## src/rtl/frog_game_fsm_pkg.sv

```systemverilog
// Shared types and helpers for the Frogger game-state controller.
// State codes are also consumed by the HUD/VGA overlay.
package frog_game_fsm_pkg;

    localparam int STATE_W = 3;

    typedef enum logic [STATE_W-1:0] {
        ST_IDLE    = 3'd0,
        ST_PLAY    = 3'd1,
        ST_DEAD    = 3'd2,
        ST_ADVANCE = 3'd3,
        ST_WIN     = 3'd4,
        ST_OVER    = 3'd5
    } game_state_e;

    // Width needed to hold values 0..n-1, never less than one bit.
    function automatic int bits_for(input int n);
        return (n <= 2) ? 1 : $clog2(n);
    endfunction

endpackage

```

## src/rtl/frog_game_fsm_sec_tick_gen.sv

```systemverilog
// One-second tick generator: free-running divider with a synchronous clear.
// tick_o pulses for one cycle every DIV cycles; the first tick after a clear takes a full DIV.
module sec_tick_gen #(
    parameter int DIV = 100000000
) (
    input  logic clk_in,
    input  logic reset_in,
    input  logic clear_i,
    output logic tick_o
);

    localparam int CW = (DIV <= 2) ? 1 : $clog2(DIV);
    localparam logic [CW-1:0] LAST = CW'(DIV - 1);

    logic [CW-1:0] cnt_q;

    // Divider counter: wraps on the last count, restarts from zero on clear.
    always_ff @(posedge clk_in or posedge reset_in) begin
        if (reset_in) begin
            cnt_q <= '0;
        end else if (clear_i || (cnt_q == LAST)) begin
            cnt_q <= '0;
        end else begin
            cnt_q <= cnt_q + 1'b1;
        end
    end

    assign tick_o = (cnt_q == LAST);

endmodule

```

## src/rtl/frog_game_fsm.sv

```systemverilog
// Frogger game-state controller: level, lives and per-life countdown,
// with movement enable, respawn pulse and win/lose flags for the HUD.
module frog_game_fsm
    import frog_game_fsm_pkg::*;
#(
    parameter int NUM_LEVELS    = 5,
    parameter int START_LIVES   = 3,
    parameter int TIME_LIMIT    = 30,
    parameter int TICK_DIV      = 100000000,
    parameter int RESPAWN_TICKS = 1,
    parameter int Y_W           = 9,
    parameter int GOAL_Y        = 90,
    parameter int LEVEL_W       = bits_for(NUM_LEVELS),
    parameter int LIVES_W       = bits_for(START_LIVES + 1),
    parameter int TIME_W        = bits_for(TIME_LIMIT + 1)
) (
    input  logic               clk_in,
    input  logic               reset_in,
    input  logic               start_i,
    input  logic               collision_i,
    input  logic [Y_W-1:0]     frog_y_i,
    output logic               play_en_o,
    output logic               respawn_o,
    output logic [LEVEL_W-1:0] level_o,
    output logic [LIVES_W-1:0] lives_o,
    output logic [TIME_W-1:0]  time_left_o,
    output logic [STATE_W-1:0] state_o,
    output logic               gameover_o,
    output logic               gamewin_o
);

    localparam int RESP_W = bits_for(RESPAWN_TICKS);

    localparam logic [LEVEL_W-1:0] LAST_LEVEL = LEVEL_W'(NUM_LEVELS - 1);
    localparam logic [LIVES_W-1:0] FULL_LIVES = LIVES_W'(START_LIVES);
    localparam logic [LIVES_W-1:0] ONE_LIFE   = LIVES_W'(1);
    localparam logic [TIME_W-1:0]  FULL_TIME  = TIME_W'(TIME_LIMIT);
    localparam logic [TIME_W-1:0]  ONE_SEC    = TIME_W'(1);
    localparam logic [Y_W-1:0]     GOAL_ROW   = Y_W'(GOAL_Y);
    localparam logic [RESP_W-1:0]  RESP_LAST  = RESP_W'(RESPAWN_TICKS - 1);

    game_state_e         state_q;
    game_state_e         state_d;
    logic [LEVEL_W-1:0]  level_q;
    logic [LIVES_W-1:0]  lives_q;
    logic [TIME_W-1:0]   time_q;
    logic [RESP_W-1:0]   resp_cnt_q;
    logic                hit_mask_q;
    logic                respawn_q;

    logic                tick;
    logic                clear_div;
    logic                enter_play;
    logic                hit;
    logic                timeout;
    logic                death;
    logic                goal;
    logic                restart;

    sec_tick_gen #(
        .DIV (TICK_DIV)
    ) u_tick (
        .clk_in   (clk_in),
        .reset_in (reset_in),
        .clear_i  (clear_div),
        .tick_o   (tick)
    );

    // Event decode; a held collision only counts again after it drops.
    always_comb begin
        hit        = collision_i && !hit_mask_q;
        timeout    = tick && (time_q <= ONE_SEC);
        death      = hit || timeout;
        goal       = (frog_y_i <= GOAL_ROW);
        restart    = start_i && ((state_q == ST_IDLE) ||
                                 (state_q == ST_WIN)  ||
                                 (state_q == ST_OVER));
        enter_play = (state_d == ST_PLAY) && (state_q != ST_PLAY);
        clear_div  = (state_d != state_q);
    end

    // State register.
    always_ff @(posedge clk_in or posedge reset_in) begin
        if (reset_in) begin
            state_q <= ST_IDLE;
        end else begin
            state_q <= state_d;
        end
    end

    // Next-state logic; death outranks reaching the goal row.
    always_comb begin
        state_d = state_q;
        unique case (state_q)
            ST_IDLE: begin
                if (start_i) state_d = ST_PLAY;
            end
            ST_PLAY: begin
                if (death) begin
                    state_d = (lives_q <= ONE_LIFE) ? ST_OVER : ST_DEAD;
                end else if (goal) begin
                    state_d = (level_q == LAST_LEVEL) ? ST_WIN : ST_ADVANCE;
                end
            end
            ST_DEAD: begin
                if (tick && (resp_cnt_q == RESP_LAST)) state_d = ST_PLAY;
            end
            ST_ADVANCE: begin
                state_d = ST_PLAY;
            end
            ST_WIN, ST_OVER: begin
                if (start_i) state_d = ST_PLAY;
            end
            default: begin
                state_d = ST_IDLE;
            end
        endcase
    end

    // Level and lives bookkeeping, saturating in both directions.
    always_ff @(posedge clk_in or posedge reset_in) begin
        if (reset_in) begin
            level_q <= '0;
            lives_q <= FULL_LIVES;
        end else if (restart) begin
            level_q <= '0;
            lives_q <= FULL_LIVES;
        end else if (state_q == ST_ADVANCE) begin
            if (level_q != LAST_LEVEL) level_q <= level_q + 1'b1;
            lives_q <= FULL_LIVES;
        end else if ((state_q == ST_PLAY) && death) begin
            if (lives_q != '0) lives_q <= lives_q - 1'b1;
        end
    end

    // Per-life countdown: reloaded on every entry to PLAY, stops at zero.
    always_ff @(posedge clk_in or posedge reset_in) begin
        if (reset_in) begin
            time_q <= FULL_TIME;
        end else if (enter_play) begin
            time_q <= FULL_TIME;
        end else if ((state_q == ST_PLAY) && tick && (time_q != '0)) begin
            time_q <= time_q - 1'b1;
        end
    end

    // Ticks spent in DEAD before the frog respawns.
    always_ff @(posedge clk_in or posedge reset_in) begin
        if (reset_in) begin
            resp_cnt_q <= '0;
        end else if (state_q != ST_DEAD) begin
            resp_cnt_q <= '0;
        end else if (tick && (resp_cnt_q != RESP_LAST)) begin
            resp_cnt_q <= resp_cnt_q + 1'b1;
        end
    end

    // Respawn pulse on PLAY entry and collision masking until release.
    always_ff @(posedge clk_in or posedge reset_in) begin
        if (reset_in) begin
            respawn_q  <= 1'b0;
            hit_mask_q <= 1'b0;
        end else begin
            respawn_q <= enter_play;
            if (!collision_i) begin
                hit_mask_q <= 1'b0;
            end else if ((state_q == ST_PLAY) && hit) begin
                hit_mask_q <= 1'b1;
            end
        end
    end

    // Output decode from the registered state and counters.
    always_comb begin
        play_en_o   = (state_q == ST_PLAY);
        gameover_o  = (state_q == ST_OVER);
        gamewin_o   = (state_q == ST_WIN);
        respawn_o   = respawn_q;
        state_o     = state_q;
        level_o     = level_q;
        lives_o     = lives_q;
        time_left_o = time_q;
    end

endmodule

```

## config.mk

```make
export PLATFORM = sky130hd
export DESIGN_NAME = frog_game_fsm
export DESIGN_NICKNAME = d
export VERILOG_FILES = /design/src/rtl/frog_game_fsm_pkg.sv /design/src/rtl/frog_game_fsm_sec_tick_gen.sv /design/src/rtl/frog_game_fsm.sv
export SDC_FILE = /design/constraint.sdc
export NUM_CORES = 1
export LEC_CHECK = 0
export BUFFER_PORTS_ARGS = -buffer_cell sky130_fd_sc_hd__buf_2
export CORE_ASPECT_RATIO = 1.5
export CORE_MARGIN = 4
export CORE_UTILIZATION = 45
export DETAILED_ROUTE_END_ITERATION = 12
export SLEW_MARGIN = 0
export SYNTH_ARGS = -nofsm -noshare
export SYNTH_HDL_FRONTEND = slang
export SYNTH_SLANG_ARGS = --single-unit
```

## constraint.sdc

```tcl
create_clock -name clk_in -period 2.5 [get_ports clk_in]
set_input_delay 0.125 -clock clk_in [delete_from_list [all_inputs] [get_ports clk_in]]
set_output_delay 0.125 -clock clk_in [all_outputs]
set_load 0.01 [all_outputs]
```

==> impl_metrics.csv, run 1 <==
group,metric,value,unit
status,status,"complete, no violations",
yosys,ys_types,40,
cts,cts_max_path_buffers,2,
cts,hold_buffers,1,
routing,ant_nets,0,
power,combPwrFrac,34.9,%
sta,max_slew.worst_pin.slew,0.988,ns
floorplan,initial_core_util,47.5,%
placement,dp_cells,343,
critical_path,required,2.73,ns
critical_path,critPathTopFamily,"simple AND/OR/NAND/NOR gates",
yosys,yosys_warnings,0,
routing,wl_per_cell,13.8,um
min_path,hp-class,"primary input to register",
cts,postCtsSetupRepairBufs,0,
yosys,synth_top_cell_by_area,"dfrtp_1",
yosys,synth-simple-area-share,25.0,%
critical_path,slowest_delay,0.48,ns
routing,viasPerCell,5.27,
yosys,netlist_top_cells_count,"45 x nor2_1, 37 x dfrtp_1, 19 x xor2_1",
power,p_switching,0.787,mW
yosys,synth_seq_cells,43,
cts,ctsRootBufferMaster,"clkbuf_8",
critical_path,cp_num_buf_inv,0,
power,p_total,2.09,mW
routing,drt-total-wl,4.87,mm
yosys,muxShareOfSynthArea,2.19,%
power,power_density,779,mW/mm2
critical_path,crit_chain,"nor4bb_1 > nand4_1 > or4_4 > o2bb2ai_4 > mux2_1 > a21oi_1",
yosys,syn-instance-count,248,
global_route,grt_pass1_wl,8.76,mm
placement,dpl_cell_area,0.00258,mm2
power,leakage,1.23,nW
sta,slew_headroom,33.7,%
critical_path,r2r_cells,6,
yosys,post-synth-top-count-cell,"nor2_1",
floorplan,die_area,0.00644,mm2
critical_path,cp_data_arrival_time,2.41,ns
floorplan,core,0.00493,mm2
placement,dp_slack,0.319,ns
yosys,synth_area_leaders,"dfrtp_1 40%, nor2_1 7.2%, xor2_1 7.1%",
final_layout,area.sequential,0.00108,mm2
sta,max_clock_freq,458,MHz
final_layout,drive_gt1_share,17.5,%
yosys,synth_edf_count,0,
final_layout,design_area,0.00269,mm2
critical_path,start_kind,"register",
routing,drc,0,
cts,clk_pin_slew,0.08,ns
yosys,synth-compound-area-share,8.77,%
sta,worst_slack,0.318,ns
sta,finalCriticalPeriod,2.18,ns
global_route,grt_max_degree,28,
yosys,avgSynthCellArea,9.44,um2
floorplan,rows,31,
final_layout,fin_nets,306,
final_layout,diodes,0,
yosys,synth_top_family_by_area,"simple AND/OR/NAND/NOR gates",
routing,drt_iter0_markers,95,
final_layout,fillerInstances,486,
final_layout,final_util,54.6,%
global_route,grtUsageTotal,17.9,%
critical_path,crit_type,"register to register",
sta,grt_setup_unrepaired,"false",
critical_path,cp_max_fo,6,
sta,period_share,87.3,%
critical_path,cp_slowest_cell,"or4_4",
power,p_sw_share,37.6,%
final_layout,layout.cells.non_filler,352,
power,power.share.sequential,41.5,%
sta,skew,0.00706,ns
sta,whs,0.0971,ns
global_route,antenna_found_initial,0,
global_route,gr-total-overflow,0,
flow_run,max-cap-violations,0,
placement,hpwl,3.59,mm
cts,cts_tree,"built",
yosys,synth_top_area_share,39.6,%
floorplan,die_y,96.3,um
power,internal_power,1.31,mW
yosys,synth_ff_type,"dfrtp_1",
critical_path,crit_path_end_kind,"register",
floorplan,io_pins,30,
cts,clock_latency,0.30,ns
yosys,yosysSeqAreaShare,46.3,%
power,p_clk_share,23.6,%
global_route,first_global_vias,1896,
sta,fin_tns_setup,0,ns
sta,final_hold_viol_count,0,
min_path,whs_path_depth,2,
yosys,async_reset_ff_share,100,%
sta,drv_slew,0,
yosys,syn_nets,269,
yosys,synth_xor_area_share,10.5,%
cts,cts.sinks,43,
yosys,yosys.area_share.adder,4.28,%
floorplan,die_w,66.9,um
power,peakVddDrop,0.522,mV
sta,setup_viol,0,
routing,vias,1856,
routing,firstDrtPassIters,6,
cts,cts_resized,0,
placement,place_congestion,0.791,
final_layout,multi_input_area,0.00119,mm2
cts,htreeDepth,2,
final_layout,syn_to_final_growth,14.8,%
cts,numCtsBuffers,5,
critical_path,cp.depth,6,
placement,portBuffers,29,
yosys,synth_area,0.00234,mm2
## power groups by stage
stage	combinational [mW]	sequential (mW)	clock (mW)
after floorplan	0.479	0.901	0
after global placement	0.749	0.884	0
after detailed placement	0.744	0.883	0
after CTS	0.749	0.871	0.505
after global routing	0.841	0.885	0.536
final	0.731	0.870	0.493
## per-layer routing
| layer | track usage (%) | wire [um] | vias to the layer above |
|---|---|---|---|
| li1 | - | - | 923 |
| met1 | 20.0 | 1970 | 876 |
| met2 | 32.7 | 2600 | 46 |
| met3 | 3.50 | 186 | 11 |
| met4 | 7.11 | 110 | 0 |
| met5 | 0 | 0 | - |
## registers in the layout, indices dropped and copies added (netlist names)
name	count
u_tick.cnt_q	27
time_left_o	5
level_o	3
state_o	3
lives_o	2
hit_mask_q	1
resp_cnt_q	1
respawn_o	1
## worst paths after layout
check	from	to	slack [ns]
max	u_tick.cnt_q[8]$_DFF_PP0_	state_o[0]$_DFF_PP0_	0.32
min	start_i	state_o[2]$_DFF_PP0_	0.1
max reg2reg	u_tick.cnt_q[8]$_DFF_PP0_	state_o[0]$_DFF_PP0_	0.32
min reg2reg	u_tick.cnt_q[0]$_DFF_PP0_	u_tick.cnt_q[0]$_DFF_PP0_	0.48
max in group asynchronous	reset_in	time_left_o[4]$_DFFE_PP1P_	1.24
min in group asynchronous	reset_in	level_o[0]$_DFFE_PP0P_	0.47
## kinds of logic after synthesis
kind of cell,Yosys count
AO/OA/AOI/OAI,29
XOR/XNOR,28
AND/OR/NAND/NOR,118
adder cells (fa/ha/maj),8
buffers and inverters,17
multiplexers,5
flip-flops,43
## cell type report
class	count	share of cell area [%]
well taps	66	3.07
inverters	13	1.82
clock buffers	8	3.72
repair buffers	34	6.89
multi-input cells	188	44.2
flip-flops and latches	43	40.3
## cells in the final DEF, fill, tap and decap left out, types with 8 or more instances in the layout
cell type / synthesis / layout
a21oi_1: 13 / 13
and3_1: 9 / 9
buf_2: 2 / 29
dfrtp_1: 37 / 37
ha_1: 8 / 8
inv_1: 13 / 12
nand2_1: 15 / 15
nand3_1: 15 / 15
nand4_1: 8 / 8
nor2_1: 45 / 45
xnor2_1: 9 / 9
xor2_1: 19 / 19
Note: power is estimated with default switching activity, not from simulation.
==> inputs of run 2 (changes only) <==
==> constraint.sdc (replaced) <==
create_clock -name clk_in -period 2.6 [get_ports clk_in]
set_input_delay 0.26 -clock clk_in [delete_from_list [all_inputs] [get_ports clk_in]]
set_output_delay 0.26 -clock clk_in [all_outputs]
set_load 0.01 [all_outputs]
==> run 2 against run 1 <==
Routed wire length shrank 2.3%. Global-route usage shrank 1.2 points. Critical path depth did not move. Sequential power shrank 1%. Via count down 1.0%. Die area unchanged. Clock skew grew 0.0051 ns. Register-to-register slack improved by 0.06 ns. Critical path type unchanged. Critical endpoint unchanged. Largest cell class unchanged. Largest power group unchanged. Highest routed layer unchanged.
==> impl_metrics.csv, run 2 (synthesized netlist as in run 1, its figures left out) <==
group,metric,value,unit
final_layout,syn_to_final_growth,14.4,%
floorplan,core,0.00493,mm2
final_layout,final_common_cell,"nor2_1",
sta,max_clock_freq,450,MHz
routing,drt_iter0_markers,38,
sta,grt_setup_unrepaired,"false",
power,peakVddDrop,0.470,mV
cts,hold_buffers,1,
critical_path,required,2.82,ns
final_layout,fin_nets,306,
floorplan,initial_core_util,47.5,%
power,leakage,1.23,nW
sta,fin_tns_setup,0,ns
placement,place_congestion,0.818,
min_path,hp-class,"primary input to register",
critical_path,cp_num_buf_inv,0,
critical_path,slowest_delay,0.48,ns
placement,hpwl,3.60,mm
cts,clk_pin_slew,0.08,ns
final_layout,drive_gt1_share,17.5,%
global_route,first_global_vias,1841,
sta,slew_headroom,59.0,%
floorplan,die_area,0.00644,mm2
placement,portBuffers,29,
routing,vias,1837,
critical_path,cp_data_arrival_time,2.45,ns
cts,ctsRootBufferMaster,"clkbuf_8",
routing,viasPerCell,5.22,
flow_run,max-cap-violations,0,
critical_path,crit_path_end_kind,"register",
global_route,antenna_found_initial,0,
final_layout,top_register,"u_tick.cnt_q",
cts,cts_resized,0,
critical_path,crit_chain,"nor4bb_1 > nand4_1 > or4_4 > o2bb2ai_4 > mux2_1 > a21oi_1",
cts,postCtsSetupRepairBufs,0,
routing,ant_nets,0,
final_layout,final_cell_mix,"45 x nor2_1, 37 x dfrtp_1, 29 x buf_2, 19 x xor2_1",
floorplan,io_pins,30,
sta,max_slew.worst_pin.slew,0.611,ns
cts,htreeDepth,2,
final_layout,largest_reg_flops,27,
critical_path,cp_max_fo,6,
status,status,"complete, no violations",
cts,clock_latency,0.30,ns
critical_path,crit_type,"register to register",
power,p_total,1.98,mW
cts,cts_tree,"built",
routing,firstDrtPassIters,4,
sta,finalCriticalPeriod,2.22,ns
cts,cts_max_path_buffers,2,
floorplan,die_w,66.9,um
critical_path,cp_slowest_cell,"or4_4",
sta,setup_viol,0,
global_route,grtUsageTotal,16.7,%
cts,cts.sinks,43,
critical_path,start_kind,"register",
critical_path,critPathTopFamily,"simple AND/OR/NAND/NOR gates",
sta,final_hold_viol_count,0,
global_route,gr-total-overflow,0,
sta,whs,0.224,ns
routing,drc,0,
sta,period_share,85.6,%
cts,numCtsBuffers,5,
sta,skew,0.0121,ns
final_layout,final_util,54.4,%
global_route,grt_pass1_wl,8.29,mm
power,power_density,739,mW/mm2
final_layout,diodes,0,
sta,drv_slew,0,
global_route,grt_max_degree,27,
routing,drt-total-wl,4.75,mm
floorplan,rows,31,
routing,wl_per_cell,13.5,um
floorplan,die_y,96.3,um
[run 2: cell count changes in the layout (fill, tap and decap cells not counted), sizes merged]
cell    delta
clkinv     +1
clkbuf     -1
[run 2: layout make-up]
class	instances	area, um2
Clock buffer	7	86.3
Clock inverter	1	5.00
Fill cell	490	2250
Timing Repair Buffer	34	185
Inverter	13	48.8
Sequential cell	43	1080
Multi-Input combinational cell	188	1190
Tap cell	66	82.6
[run 2: per-layer routing]
metal	global-route usage (%)	vias to the layer above	share of wire, %
met2	30.0	29	52
met4	6.09	0	1.7
li1	-	922	-
met3	3.04	8	3.5
met1	19.4	878	43
met5	0	-	0
[run 2: worst paths after layout]
kind	from	to	slack, ns	cells past startpoint
max in group asynchronous	reset_in	time_left_o[4]$_DFFE_PP1P_	1.44	4
min in group asynchronous	reset_in	state_o[0]$_DFF_PP0_	0.50	3
max	u_tick.cnt_q[8]$_DFF_PP0_	state_o[0]$_DFF_PP0_	0.38	6
min	start_i	state_o[2]$_DFF_PP0_	0.22	2
max reg2reg	u_tick.cnt_q[8]$_DFF_PP0_	state_o[0]$_DFF_PP0_	0.38	6
min reg2reg	u_tick.cnt_q[0]$_DFF_PP0_	u_tick.cnt_q[0]$_DFF_PP0_	0.48	1
[run 2: through the flow]
stage / setup WS, ns / instances / instance area, um2
finish: 0.375 / 352 / 2680
global route: 0.303 / 352 / 2680
CTS: 0.379 / 352 / 2680
detailed placement: 0.438 / 343 / 2580
global placement: 0.494 / 343 / 2580
floorplan: 0.624 / 248 / 2340
[run 2: power breakdown]
part	total [mW]	switching, mW	internal [mW]
Clock	0.440	0.225	0.215
Combinational	0.682	0.429	0.252
Sequential	0.859	0.102	0.757
